File: config.mk
export PLATFORM = sky130hd
export DESIGN_NAME = toggle_event_receiver
export DESIGN_NICKNAME = d
export VERILOG_FILES = /design/src/rtl/toggle_event_receiver.sv
export SDC_FILE = /design/constraint.sdc
export NUM_CORES = 1
export LEC_CHECK = 0
export ABC_AREA = 1
export ABC_CLOCK_PERIOD_IN_PS = 2300
export CORE_AREA = 5 5 42 44
export DETAILED_ROUTE_END_ITERATION = 10
export DIE_AREA = 0 0 47 49
export PLACE_DENSITY_LB_ADDON = 0.15
export SETUP_SLACK_MARGIN = 0.3
export SYNTH_ARGS = -nofsm -noshare
export SYNTH_HDL_FRONTEND = slang
export SYNTH_SLANG_ARGS = --single-unit
File: constraint.sdc
create_clock -name clk_b -period 2.3 [get_ports clk_b]
set_input_delay 0.69 -clock clk_b [delete_from_list [all_inputs] [get_ports clk_b]]
set_output_delay 0.69 -clock clk_b [all_outputs]
set_load 0.005 [all_outputs]
File: src/rtl/toggle_event_receiver.sv
// ---------------------------------------------------------------------------
// toggle_event_receiver
//
// Purpose:
//   The clk_b-domain stage that sits right after the two-flop level
//   synchronizer. Every transition of the synchronized toggle level, rising
//   or falling, is one event. Events are counted and presented to clk_b logic
//   on a valid/ready handshake. The block follows the same level_en
//   low-power gating as the synchronizer.
//
// Optional feature:
//   TIMEOUT_EN - when defined, a stall counter raises the sticky timeout_err
//                flag after TIMEOUT_CYC cycles of evt_valid=1 / evt_ready=0.
//                When undefined, timeout_err is tied to 0.
//
// Ports:
//   clk_b        in   1      destination clock (only clock)
//   rst_n_b      in   1      synchronous active-low reset
//   level_en     in   1      block enable, 0 = sleep
//   sync_lvl     in   1      synchronized toggle level
//   evt_ready    in   1      downstream accepts one event
//   err_clr      in   1      clears the sticky error flags
//   evt_valid    out  1      at least one event pending (ACTIVE only)
//   evt_count    out  CNT_W  pending-event count, saturating
//   ovf          out  1      sticky: an event was lost to saturation
//   busy         out  1      evt_count != 0, regardless of state
//   timeout_err  out  1      sticky stall error
// ---------------------------------------------------------------------------
module toggle_event_receiver #(
    parameter int CNT_W       = 4,
    parameter int TIMEOUT_CYC = 255,
    parameter int TO_W        = 8
) (
    input  logic             clk_b,
    input  logic             rst_n_b,
    input  logic             level_en,
    input  logic             sync_lvl,
    input  logic             evt_ready,
    input  logic             err_clr,
    output logic             evt_valid,
    output logic [CNT_W-1:0] evt_count,
    output logic             ovf,
    output logic             busy,
    output logic             timeout_err
);

    typedef enum logic [1:0] {
        ST_WAKE   = 2'd0,
        ST_ACTIVE = 2'd1,
        ST_SLEEP  = 2'd2
    } state_t;

    localparam logic [CNT_W-1:0] CNT_ZERO = {CNT_W{1'b0}};
    localparam logic [CNT_W-1:0] CNT_ONE  = {{(CNT_W-1){1'b0}}, 1'b1};
    localparam logic [CNT_W-1:0] CNT_MAX  = {CNT_W{1'b1}};

    // The stall limit has to be representable in the stall counter.
    if (TIMEOUT_CYC < 0 || TIMEOUT_CYC >= (2 ** TO_W)) begin : g_to_cyc_range
        $error("TIMEOUT_CYC does not fit in TO_W bits");
    end

    state_t           state_r;
    state_t           next_state_s;
    logic             lvl_q_r;
    logic [CNT_W-1:0] count_r;
    logic [CNT_W-1:0] count_nxt_s;
    logic             ovf_r;
    logic             ovf_set_s;
    logic             active_s;
    logic             edge_s;
    logic             valid_s;
    logic             accept_s;

    // Decode of registered state only; evt_ready never reaches evt_valid.
    always_comb begin
        active_s = (state_r == ST_ACTIVE);
        edge_s   = active_s & (sync_lvl ^ lvl_q_r);
        valid_s  = active_s & (count_r != CNT_ZERO);
        accept_s = valid_s & evt_ready;
    end

    // Next-state logic for the enable/sleep sequencing.
    always_comb begin
        next_state_s = state_r;
        case (state_r)
            ST_ACTIVE: begin
                if (!level_en) begin
                    next_state_s = ST_SLEEP;
                end else begin
                    next_state_s = ST_ACTIVE;
                end
            end
            ST_SLEEP: begin
                if (level_en) begin
                    next_state_s = ST_WAKE;
                end else begin
                    next_state_s = ST_SLEEP;
                end
            end
            ST_WAKE: begin
                if (level_en) begin
                    next_state_s = ST_ACTIVE;
                end else begin
                    next_state_s = ST_SLEEP;
                end
            end
            default: begin
                // Unknown encoding: recover through WAKE so lvl_q is resampled.
                next_state_s = ST_WAKE;
            end
        endcase
    end

    // Pending-count arithmetic: edge and accept cancel, saturation sets ovf.
    always_comb begin
        count_nxt_s = count_r;
        ovf_set_s   = 1'b0;
        if (edge_s && !accept_s) begin
            if (count_r == CNT_MAX) begin
                ovf_set_s = 1'b1;
            end else begin
                count_nxt_s = count_r + CNT_ONE;
            end
        end else if (accept_s && !edge_s) begin
            count_nxt_s = count_r - CNT_ONE;
        end else begin
            count_nxt_s = count_r;
        end
    end

    // State, sampled level, pending count and overflow flag registers.
    always_ff @(posedge clk_b) begin
        if (!rst_n_b) begin
            state_r <= ST_WAKE;
            lvl_q_r <= 1'b0;
            count_r <= CNT_ZERO;
            ovf_r   <= 1'b0;
        end else begin
            state_r <= next_state_s;
            // WAKE resamples without generating an event; SLEEP holds.
            if (state_r != ST_SLEEP) begin
                lvl_q_r <= sync_lvl;
            end
            count_r <= count_nxt_s;
            // A set in the same cycle as err_clr wins.
            if (ovf_set_s) begin
                ovf_r <= 1'b1;
            end else if (err_clr) begin
                ovf_r <= 1'b0;
            end
        end
    end

`ifdef TIMEOUT_EN
    localparam logic [TO_W-1:0] TO_ZERO  = {TO_W{1'b0}};
    localparam logic [TO_W-1:0] TO_ONE   = {{(TO_W-1){1'b0}}, 1'b1};
    localparam logic [TO_W-1:0] TO_LIMIT = TO_W'(TIMEOUT_CYC);

    logic [TO_W-1:0] to_cnt_r;
    logic            to_err_r;

    // Stall counter: counts refused cycles, holds at the limit, clears on
    // accept or when ACTIVE is being left.
    always_ff @(posedge clk_b) begin
        if (!rst_n_b) begin
            to_cnt_r <= TO_ZERO;
        end else if (accept_s || (next_state_s != ST_ACTIVE)) begin
            to_cnt_r <= TO_ZERO;
        end else if (valid_s && !evt_ready && (to_cnt_r != TO_LIMIT)) begin
            to_cnt_r <= to_cnt_r + TO_ONE;
        end
    end

    // Sticky timeout flag, set one cycle after the counter reaches the limit.
    always_ff @(posedge clk_b) begin
        if (!rst_n_b) begin
            to_err_r <= 1'b0;
        end else if (to_cnt_r == TO_LIMIT) begin
            to_err_r <= 1'b1;
        end else if (err_clr) begin
            to_err_r <= 1'b0;
        end
    end

    assign timeout_err = to_err_r;
`else
    assign timeout_err = 1'b0;
`endif

    assign evt_valid = valid_s;
    assign evt_count = count_r;
    assign ovf       = ovf_r;
    assign busy      = (count_r != CNT_ZERO);

endmodule
# Word-level counts from Yosys, hierarchy flattened
# Cells that the tools add are included.
# W data, S select, Z words.
# word_totals
regBits,8
input_bits,6
out_inout_bits,8
wordCells,35
# op_classes
addsub,2
eq_ne,5
n_mux,10
bitwise,4
reduce_logical,10
# ops
operator,count
$mux W4,3
$add A4 B1 Y4 const B,1
$eq A4 B4 Y1 const B,1
$mux W1,4
$mux W2,2
$ne A2 B2 Y1 const B,2
$pmux W2 S2,1
$reduce_bool A2 Y1,2
$reduce_bool A4 Y1,1
$sub A4 B1 Y4 const B,1
$and A1 B1 Y1,3
$eq A2 B1 Y1 const B,1
$eq A2 B2 Y1 const B,1
$logic_and A1 B1 Y1,2
$logic_not A1 Y1,2
$logic_not A2 Y1,1
$reduce_and A2 Y1,1
$reduce_or A2 Y1,1
$xor A1 B1 Y1,1

# Longest topological paths before layout
# Gate-level depths: netlist of the first run.
# depth
depth_word,7
depth_mapped,15
mapped_depth_nobuf,15

# Least setup slack after synthesis of the first run
# Ideal clock, no wire load.
# synth_path
path_type,input -> register
from,input sync_lvl
to,register count_r[3] (netlist: evt_count[3])
setup_time_ns,0.113
arrival_ns,1.922
t_required_ns,2.187
setup_slack_ns,0.265
stages,14
n_path_buf,0
cell_sequence,inv_1 -> nand2_1 -> nand2_1 -> nor2_4 -> nand2_2 -> ha_1 -> nand2_1 -> nand2_1 -> nor2_1 -> nand3_1 -> nand2_1 -> nor2_2 -> nor2_1 -> nor2_1
# synth_between
elab_chain_len,6
elab_cells_between_ends,9
classes_between,eq/ne (1); mux (1); bitwise (2); reduce/logical (5)
# synth_lines
element,line_no,rtl
"start, declared",37,"input logic sync_lvl,"
$xor A1 B1 Y1 *,77,edge_s = active_s & (sync_lvl ^ lvl_q_r);
$and A1 B1 Y1 *,77,
$logic_not A1 Y1,124,end else if (accept_s && !edge_s) begin
$logic_and A1 B1 Y1,124,
$reduce_bool A2 Y1 (no source line),n/a,
$reduce_and A2 Y1 (no source line),n/a,
"end signal, assigned",144,count_r <= count_nxt_s;
"end, declared",65,logic [CNT_W-1:0] count_r;
# Mark *: on every way between the ends. The rest lies on a longest branch, timed or not.
# A chain may end at the register's enable or synchronous reset.

# Final worst setup path of the first run
# layout_path
from,register count_r[0] (netlist: evt_count[0])
to,output evt_count[0]
# layout_lines
element,line_no,rtl
"end, declared",41,"output logic [CNT_W-1:0] evt_count,"
# No word-level cell between the ends.

==> results of run 1 <==
[registers in the layout (all words and copies together), names as in the netlist]
| register | flops |
|---|---|
| state_r | 2 |
| evt_count | 4 |
| ovf | 1 |
| lvl_q_r | 1 |
[report_power, final]
part | switching [uW] | leakage (uW) | internal [uW]
Clock | 46.7 | 0.0000138 | 59.6
Sequential | 7.23 | 0.0000672 | 147
Combinational | 51.2 | 0.000265 | 52.1
Total | 105 | 0.000346 | 259
[repair_timing]
action / CTS / global route
resized for setup: 4 / 12
pin swaps: 4 / 4
setup buffers: 0 / 0
setup endpoints to repair: 5 / 4
[metal layers]
| layer | vias to the layer above | routed length (microns) | global-route usage |
|---|---|---|---|
| met1 | 203 | 485 | 0.141 |
| met2 | 10 | 549 | 0.163 |
| met3 | 0 | 54 | 0.0554 |
| met4 | 0 | 0 | 0.0138 |
| li1 | 263 | - | - |
| met5 | - | 0 | 0 |
[cell usage in the layout, fill, tap and decap left out, types with 3 or more instances in the layout]
master and count:
nand2_1 11, nor2_1 7, a21oi_1 4, buf_4 8, clkbuf_4 3, dfxtp_1 5, nand4_1 3, nand3_2 3
clkdlybuf4s50_1 8, nor2_2 4, inv_1 8
[final timing paths]
| kind | from | depth (start not counted) | to |
|---|---|---|---|
| setup / recovery | evt_count[0] | 2 | evt_count[0] |
| hold / removal | state_r[0] | 1 | state_r[1] |
| setup reg to reg | state_r[1] | 14 | evt_count[3] |
| hold reg to reg | state_r[0] | 1 | state_r[1] |
[stage by stage]
stage                     std cells  worst slack (ps)  hold slack (ps)  utilization
after floorplan                  68               321              432            -
after global placement          103              -292              449        0.504
after detailed placement        103              -308              456        0.504
after CTS                       106               180              464        0.523
after global routing            106               294              495        0.538
final                           106               360              461        0.538
[kinds of logic (layout without fill, tap and decap cells)]
group	count (synthesis)	count (layout)	share of synthesized area
AOI/OAI and AO/OA	9	9	0.105
xor gates and xnor gates	1	1	0.0175
adders and majority gates	3	3	0.0900
buffers and inverters	12	34	0.103
DFF	8	8	0.320
other	1	1	0.00749
and+or+nand+nor	34	34	0.357
[cells in the mapped netlist, types with 2 or more instances]
cell type / n / area, sq um
nand4_1: 3 / 18.8
a21oi_1: 4 / 20.0
nand2_1: 12 / 45.0
inv_2: 2 / 7.51
o21ai_0: 2 / 10.0
inv_1: 8 / 30.0
dfxtp_1: 8 / 160
nand3_2: 2 / 20.0
nand2_2: 2 / 12.5
nor2_1: 10 / 37.5
ha_1: 2 / 25.0
nor2_4: 2 / 22.5
[cell type report]
cell class,count,share of cell area
Tap cell,16,0.0266
Inverter,11,0.0581
Clock buffer,3,0.0299
Multi-Input combinational cell,48,0.427
Sequential cell,8,0.221
Timing Repair Buffer,20,0.238
==> impl_table.tex, run 1 <==
\begin{tabular}{lr}
\hline
Metric & Value \\
\hline
\multicolumn{2}{l}{\textbf{Detailed routing}} \\
First DRT Iteration DRCs & 4 \\
Vias after detailed routing & 476 \\
Final routed DRC violation total & 0 \\
Drt total wl & 1090 microns \\
Drt pass-1 iters & 4 \\
Wire length per cell & 10.3 microns \\
Remaining antenna violation count after routing & 0 \\
Via/cell ratio & 4.49 \\
\multicolumn{2}{l}{\textbf{Critical path}} \\
Max FO, Critical Path & 6 \\
WP data arrival & 1250 ps \\
Number of buffers and inverters on the critical path & 2 \\
WS Path Type & flop to output pin \\
Largest stage delay, worst path & 500 ps \\
Dominant delay contributor by cell family on the critical path & buffers and inverters \\
Critical Path, Cell by Cell & buf\_4 > clkdlybuf4s50\_1 \\
Critical-path top delay cell & clkdlybuf4s50\_1 \\
Data required time of the critical path & 1610 ps \\
Kind of start point of the critical path & flop \\
Worst setup EP type & output pin \\
FF-to-FF setup slack & 580 ps \\
\multicolumn{2}{l}{\textbf{GRT}} \\
Initial antenna violation count & 0 \\
Global routing usage summed across all routing layers & 0.108 \\
GRT overflow & 0 \\
Global-route wire length before repair & 1800 microns \\
Via count of the first global-routing pass & 414 \\
Pin count of the biggest net entering global routing & 7 \\
\multicolumn{2}{l}{\textbf{STA}} \\
Final count of negative-setup-slack endpoints & 0 \\
Summed negative setup slack over all endpoints & 0 ps \\
Unrepaired setup endpoints after global routing & yes \\
Clock tree skew after final layout & 8.99 ps \\
Final Hold Fails & 0 \\
Final period util & 0.844 \\
Clock period minus final worst setup slack & 1940 ps \\
Max Slew Vio Count & 0 \\
FMAX & 515 MHz \\
\multicolumn{2}{l}{\textbf{Synthesis}} \\
Post-synthesis sequential area ratio & 0.320 \\
Synthesized Nets & 77 \\
Yosys cell types & 23 \\
Syn Std Cell Area & 500 sq um \\
Leading register cell type out of synthesis & dfxtp\_1 \\
Share of synthesized registers carrying an async set or reset & 0 \\
Count of flip-flops with a built-in enable after synthesis & 0 \\
Number of synthesized register bits & 8 \\
Average instance area after synthesis & 7.36 sq um \\
Number of instances in the synthesized netlist & 68 \\
Count of yosys warnings during synthesis & 0 \\
\multicolumn{2}{l}{\textbf{Clocking}} \\
Clock Pin Slew Worst Setup and Hold Paths & 60 ps \\
Clock tree from TritonCTS & built \\
Total CTS buffers & 3 \\
Number of buffers inserted by hold repair at cts & 0 \\
Htree depth & 1 \\
Clock tree root buffer cell & clkbuf\_4 \\
Bufs on Longest Clock Path & 2 \\
Source-to-sink clock delay at the later pin of the worst-skew pair & 250 ps \\
Number of clock sinks & 8 \\
\multicolumn{2}{l}{\textbf{Final layout}} \\
Antenna cell count & 0 \\
Area of the multi-input gates & 322 sq um \\
Reg area & 166 sq um \\
Net count, final & 101 \\
Area Overhead vs Synth & 50.5\% \\
Design Area, Final & 753 sq um \\
Total of fill cells in the finished design & 141 \\
Ratio of cells with drive above 1 in the final layout & 0.356 \\
\multicolumn{2}{l}{\textbf{Hold path}} \\
Classification of the worst-slack hold path & flop to flop \\
\multicolumn{2}{l}{\textbf{Die}} \\
Count of boundary I/O pins & 14 \\
Floorplan die area & 2300 sq um \\
Placeable core region & 1400 sq um \\
Standard-cell row count & 14 \\
Effective utilization at floorplan & 0.357 \\
X dimension of the die & 47 microns \\
Chip Height & 49 microns \\
\multicolumn{2}{l}{\textbf{Placement}} \\
Number of buffers added on ports & 12 \\
HPWL after DPL & 912 microns \\
Routability congestion estimate from global placement & 0.758 \\
Placed cell areas & 706 sq um \\
\multicolumn{2}{l}{\textbf{Power}} \\
Final Power & 364 uW \\
IR Drop Worst-Case VDD & 0.000289 V \\
Lkg Pwr & 0.000346 uW \\
Power per standard cell area & 483 nW/um\^{}2 \\
\multicolumn{2}{l}{\textbf{Run status}} \\
Status & finished clean \\
\multicolumn{2}{l}{\textbf{Flow run}} \\
Total of max-cap violations & 0 \\
\hline
\end{tabular}
(Power assumes the default switching activity.)
==> inputs of run 2 (changes only) <==
ABC_CLOCK_PERIOD_IN_PS = 1650   (was 2300)
clock period = 1.65 ns   (was 2.3 ns; I/O delays follow)
==> impl_table.tex, run 2 (same netlist as run 1, synthesis figures left out) <==
\begin{tabular}{lr}
\hline
Metric & Value \\
\hline
\multicolumn{2}{l}{\textbf{Critical path}} \\
Data required time of the critical path & 1790 ps (+180 ps) \\
Largest stage delay, worst path & 330 ps (-170 ps) \\
Max FO, Critical Path & 3 (-3) \\
WS Path Type & flop to flop \\
Dominant delay contributor by cell family on the critical path & simple AND/OR/NAND/NOR gates \\
Worst setup EP type & flop \\
Critical Path, Cell by Cell & inv\_2 > nor2\_4 > inv\_2 > nor2\_4 > nand2\_4 > ha\_4 > nand2\_1 > nor2\_2 > nor2\_2 > inv\_1 > nand2\_2 > nand2\_2 > nor2\_2 > nor2\_1 > nor2\_1 \\
Kind of start point of the critical path & flop \\
Critical-path top delay cell & dfxtp\_2 \\
WP data arrival & 1950 ps (+700 ps) \\
Number of buffers and inverters on the critical path & 3 (+1) \\
Most numerous cell on the critical path & nor2\_2 \\
\multicolumn{2}{l}{\textbf{STA}} \\
Post-route setup slack & -157 ps (-517 ps) \\
Final Hold Fails & 0 (unchanged) \\
Max Slew Vio Count & 0 (unchanged) \\
Clock period minus final worst setup slack & 1810 ps \\
Clock tree skew after final layout & 0.582 ps (-8.41 ps) \\
Unrepaired setup endpoints after global routing & yes \\
Summed negative setup slack over all endpoints & -365 ps (-365 ps) \\
Final count of negative-setup-slack endpoints & 4 (+4) \\
FMAX & 553 MHz \\
Final period util & 1.10 \\
\multicolumn{2}{l}{\textbf{GRT}} \\
Most crowded layer after global routing & met2 \\
Via count of the first global-routing pass & 556 (+34\%) \\
Global routing usage summed across all routing layers & 0.145 (+0.0366) \\
Global-route wire length before repair & 2350 microns (+31\%) \\
Met3 capacity usage during global routing & 0.0332 (-0.0221) \\
Initial antenna violation count & 0 (unchanged) \\
GRT overflow & 0 (unchanged) \\
Met2 Use GR & 0.226 (+0.0633) \\
Pin count of the biggest net entering global routing & 7 (unchanged) \\
Met1 layer usage reported by global route & 0.173 (+0.0327) \\
\multicolumn{2}{l}{\textbf{Detailed routing}} \\
Final routed DRC violation total & 0 (unchanged) \\
Via/cell ratio & 4.60 (+2.5\%) \\
Drt pass-1 iters & 4 (unchanged) \\
Wire length per cell & 12.7 microns (+23\%) \\
First DRT Iteration DRCs & 4 (unchanged) \\
Drt total wl & 1630 microns (+50\%) \\
Remaining antenna violation count after routing & 0 (unchanged) \\
Vias after detailed routing & 594 (+25\%) \\
\multicolumn{2}{l}{\textbf{Final layout}} \\
Most frequent standard cell in the layout excluding fill and tap cells & buf\_4 \\
Number of flip-flops under the largest register name & 4 (unchanged) \\
Area of the multi-input gates & 393 sq um (+22\%) \\
Reg area & 168 sq um (+0.75\%) \\
Most frequent cells in the layout & buf\_4 (23), buf\_6 (13), inv\_1 (7), nand2\_1 (7) \\
Final cell count without fillers & 129 (+22\%) \\
Ratio of cells with drive above 1 in the final layout & 0.664 (+0.308) \\
Antenna cell count & 0 (unchanged) \\
Area Overhead vs Synth & 107\% \\
Net count, final & 124 (+23\%) \\
Total of fill cells in the finished design & 104 (-26\%) \\
\multicolumn{2}{l}{\textbf{Die}} \\
Chip Height & 49 microns (unchanged) \\
Placeable core region & 1400 sq um (unchanged) \\
Effective utilization at floorplan & 0.357 (unchanged) \\
Count of boundary I/O pins & 14 (unchanged) \\
Standard-cell row count & 14 (unchanged) \\
X dimension of the die & 47 microns (unchanged) \\
Floorplan die area & 2300 sq um (unchanged) \\
\multicolumn{2}{l}{\textbf{Clocking}} \\
Total CTS buffers & 3 (unchanged) \\
Clock tree root buffer cell & clkbuf\_4 \\
Source-to-sink clock delay at the later pin of the worst-skew pair & 250 ps (about the same) \\
Number of clock sinks & 8 (unchanged) \\
Bufs on Longest Clock Path & 2 (unchanged) \\
Clock tree from TritonCTS & built \\
Clock Pin Slew Worst Setup and Hold Paths & 50 ps (about the same) \\
Htree depth & 1 (unchanged) \\
Number of buffers inserted by hold repair at cts & 0 (unchanged) \\
\multicolumn{2}{l}{\textbf{Placement}} \\
HPWL after DPL & 1000 microns (+9.9\%) \\
Placed Cells & 109 (+5.8\%) \\
Routability congestion estimate from global placement & 0.778 (+2.7\%) \\
Number of buffers added on ports & 12 (unchanged) \\
\multicolumn{2}{l}{\textbf{Run status}} \\
Status & complete, but fails checks \\
Failing checks & negative setup slack \\
\multicolumn{2}{l}{\textbf{Power}} \\
IR Drop Worst-Case VDD & 0.000632 V (+120\%) \\
Part of the total power dissipated in combinational logic & 0.409 (+0.125) \\
Clock network fraction of design power & 0.243 (-0.049) \\
Switching portion of total power & 0.304 (+0.0149) \\
Cell-internal power & 434 uW (+68\%) \\
Power per standard cell area & 601 nW/um\^{}2 (+25\%) \\
Final Power & 623 uW (+71\%) \\
Power share of the sequential group & 0.348 (-0.075) \\
Lkg Pwr & 0.000464 uW (+34\%) \\
Switching pwr & 189 uW (+80\%) \\
\multicolumn{2}{l}{\textbf{Hold path}} \\
Classification of the worst-slack hold path & flop to flop \\
\multicolumn{2}{l}{\textbf{Flow run}} \\
Total of max-cap violations & 0 (unchanged) \\
\hline
\end{tabular}
run 2: final cells by class:
| type | instances | share of cell area |
|---|---|---|
| clock buffers | 3 | 0.0217 |
| inverters | 11 | 0.0495 |
| multi-input cells | 48 | 0.379 |
| flip-flops and latches | 8 | 0.162 |
| well taps | 16 | 0.0193 |
| repair buffers | 43 | 0.368 |
run 2: power groups by stage:
stage                     clock network, uW  logic, uW  registers, uW
after detailed placement                  0        172            215
after global placement                    0        169            215
after CTS                               157        206            215
after floorplan                           0       78.9            223
final                                   151        255            217
after global routing                    171        275            218
run 2: what timing repair did:
action                                  CTS  global route
gates resized for setup                  48            12
endpoints found under the hold margin     0             0
pin swaps                                14            22
setup buffers                             9             8
endpoints found under the setup margin   12            10
run 2: worst register-to-register path, cell delays in order (launching register included):
cell     delay [ps]
dfxtp_2         330
inv_2            50
nor2_4          130
inv_2            70
nor2_4          130
nand2_4          90
ha_4            280
nand2_1          70
nor2_2          100
nor2_2           60
inv_1            70
nand2_2          70
nand2_2          60
nor2_2           30
nor2_1           90
nor2_1           60
run 2: worst paths after layout:
path | from | end | slack, ps | cells past startpoint
max | state_r[0] | evt_count[3] | -160 | 15
min | state_r[0] | state_r[1] | 440 | 1
max reg2reg | state_r[0] | evt_count[3] | -160 | 15
min reg2reg | state_r[0] | state_r[1] | 440 | 1
run 2: through the flow:
stage                      util  setup WS [ps]  cell area (sq um)  hold WS, ps
after global placement    0.561           -791                786          445
final                     0.739           -157               1040          442
after CTS                 0.663          -70.5                930          444
after global routing      0.739           -261               1040          462
after floorplan               -          -94.9                548          432
after detailed placement  0.561           -819                786          449
run 2: routing by layer:
layer / routed length (microns) / share of wire
met1: 681 / 0.42
met2: 838 / 0.51
met3: 73 / 0.045
met4: 41 / 0.025
met5: 0 / 0
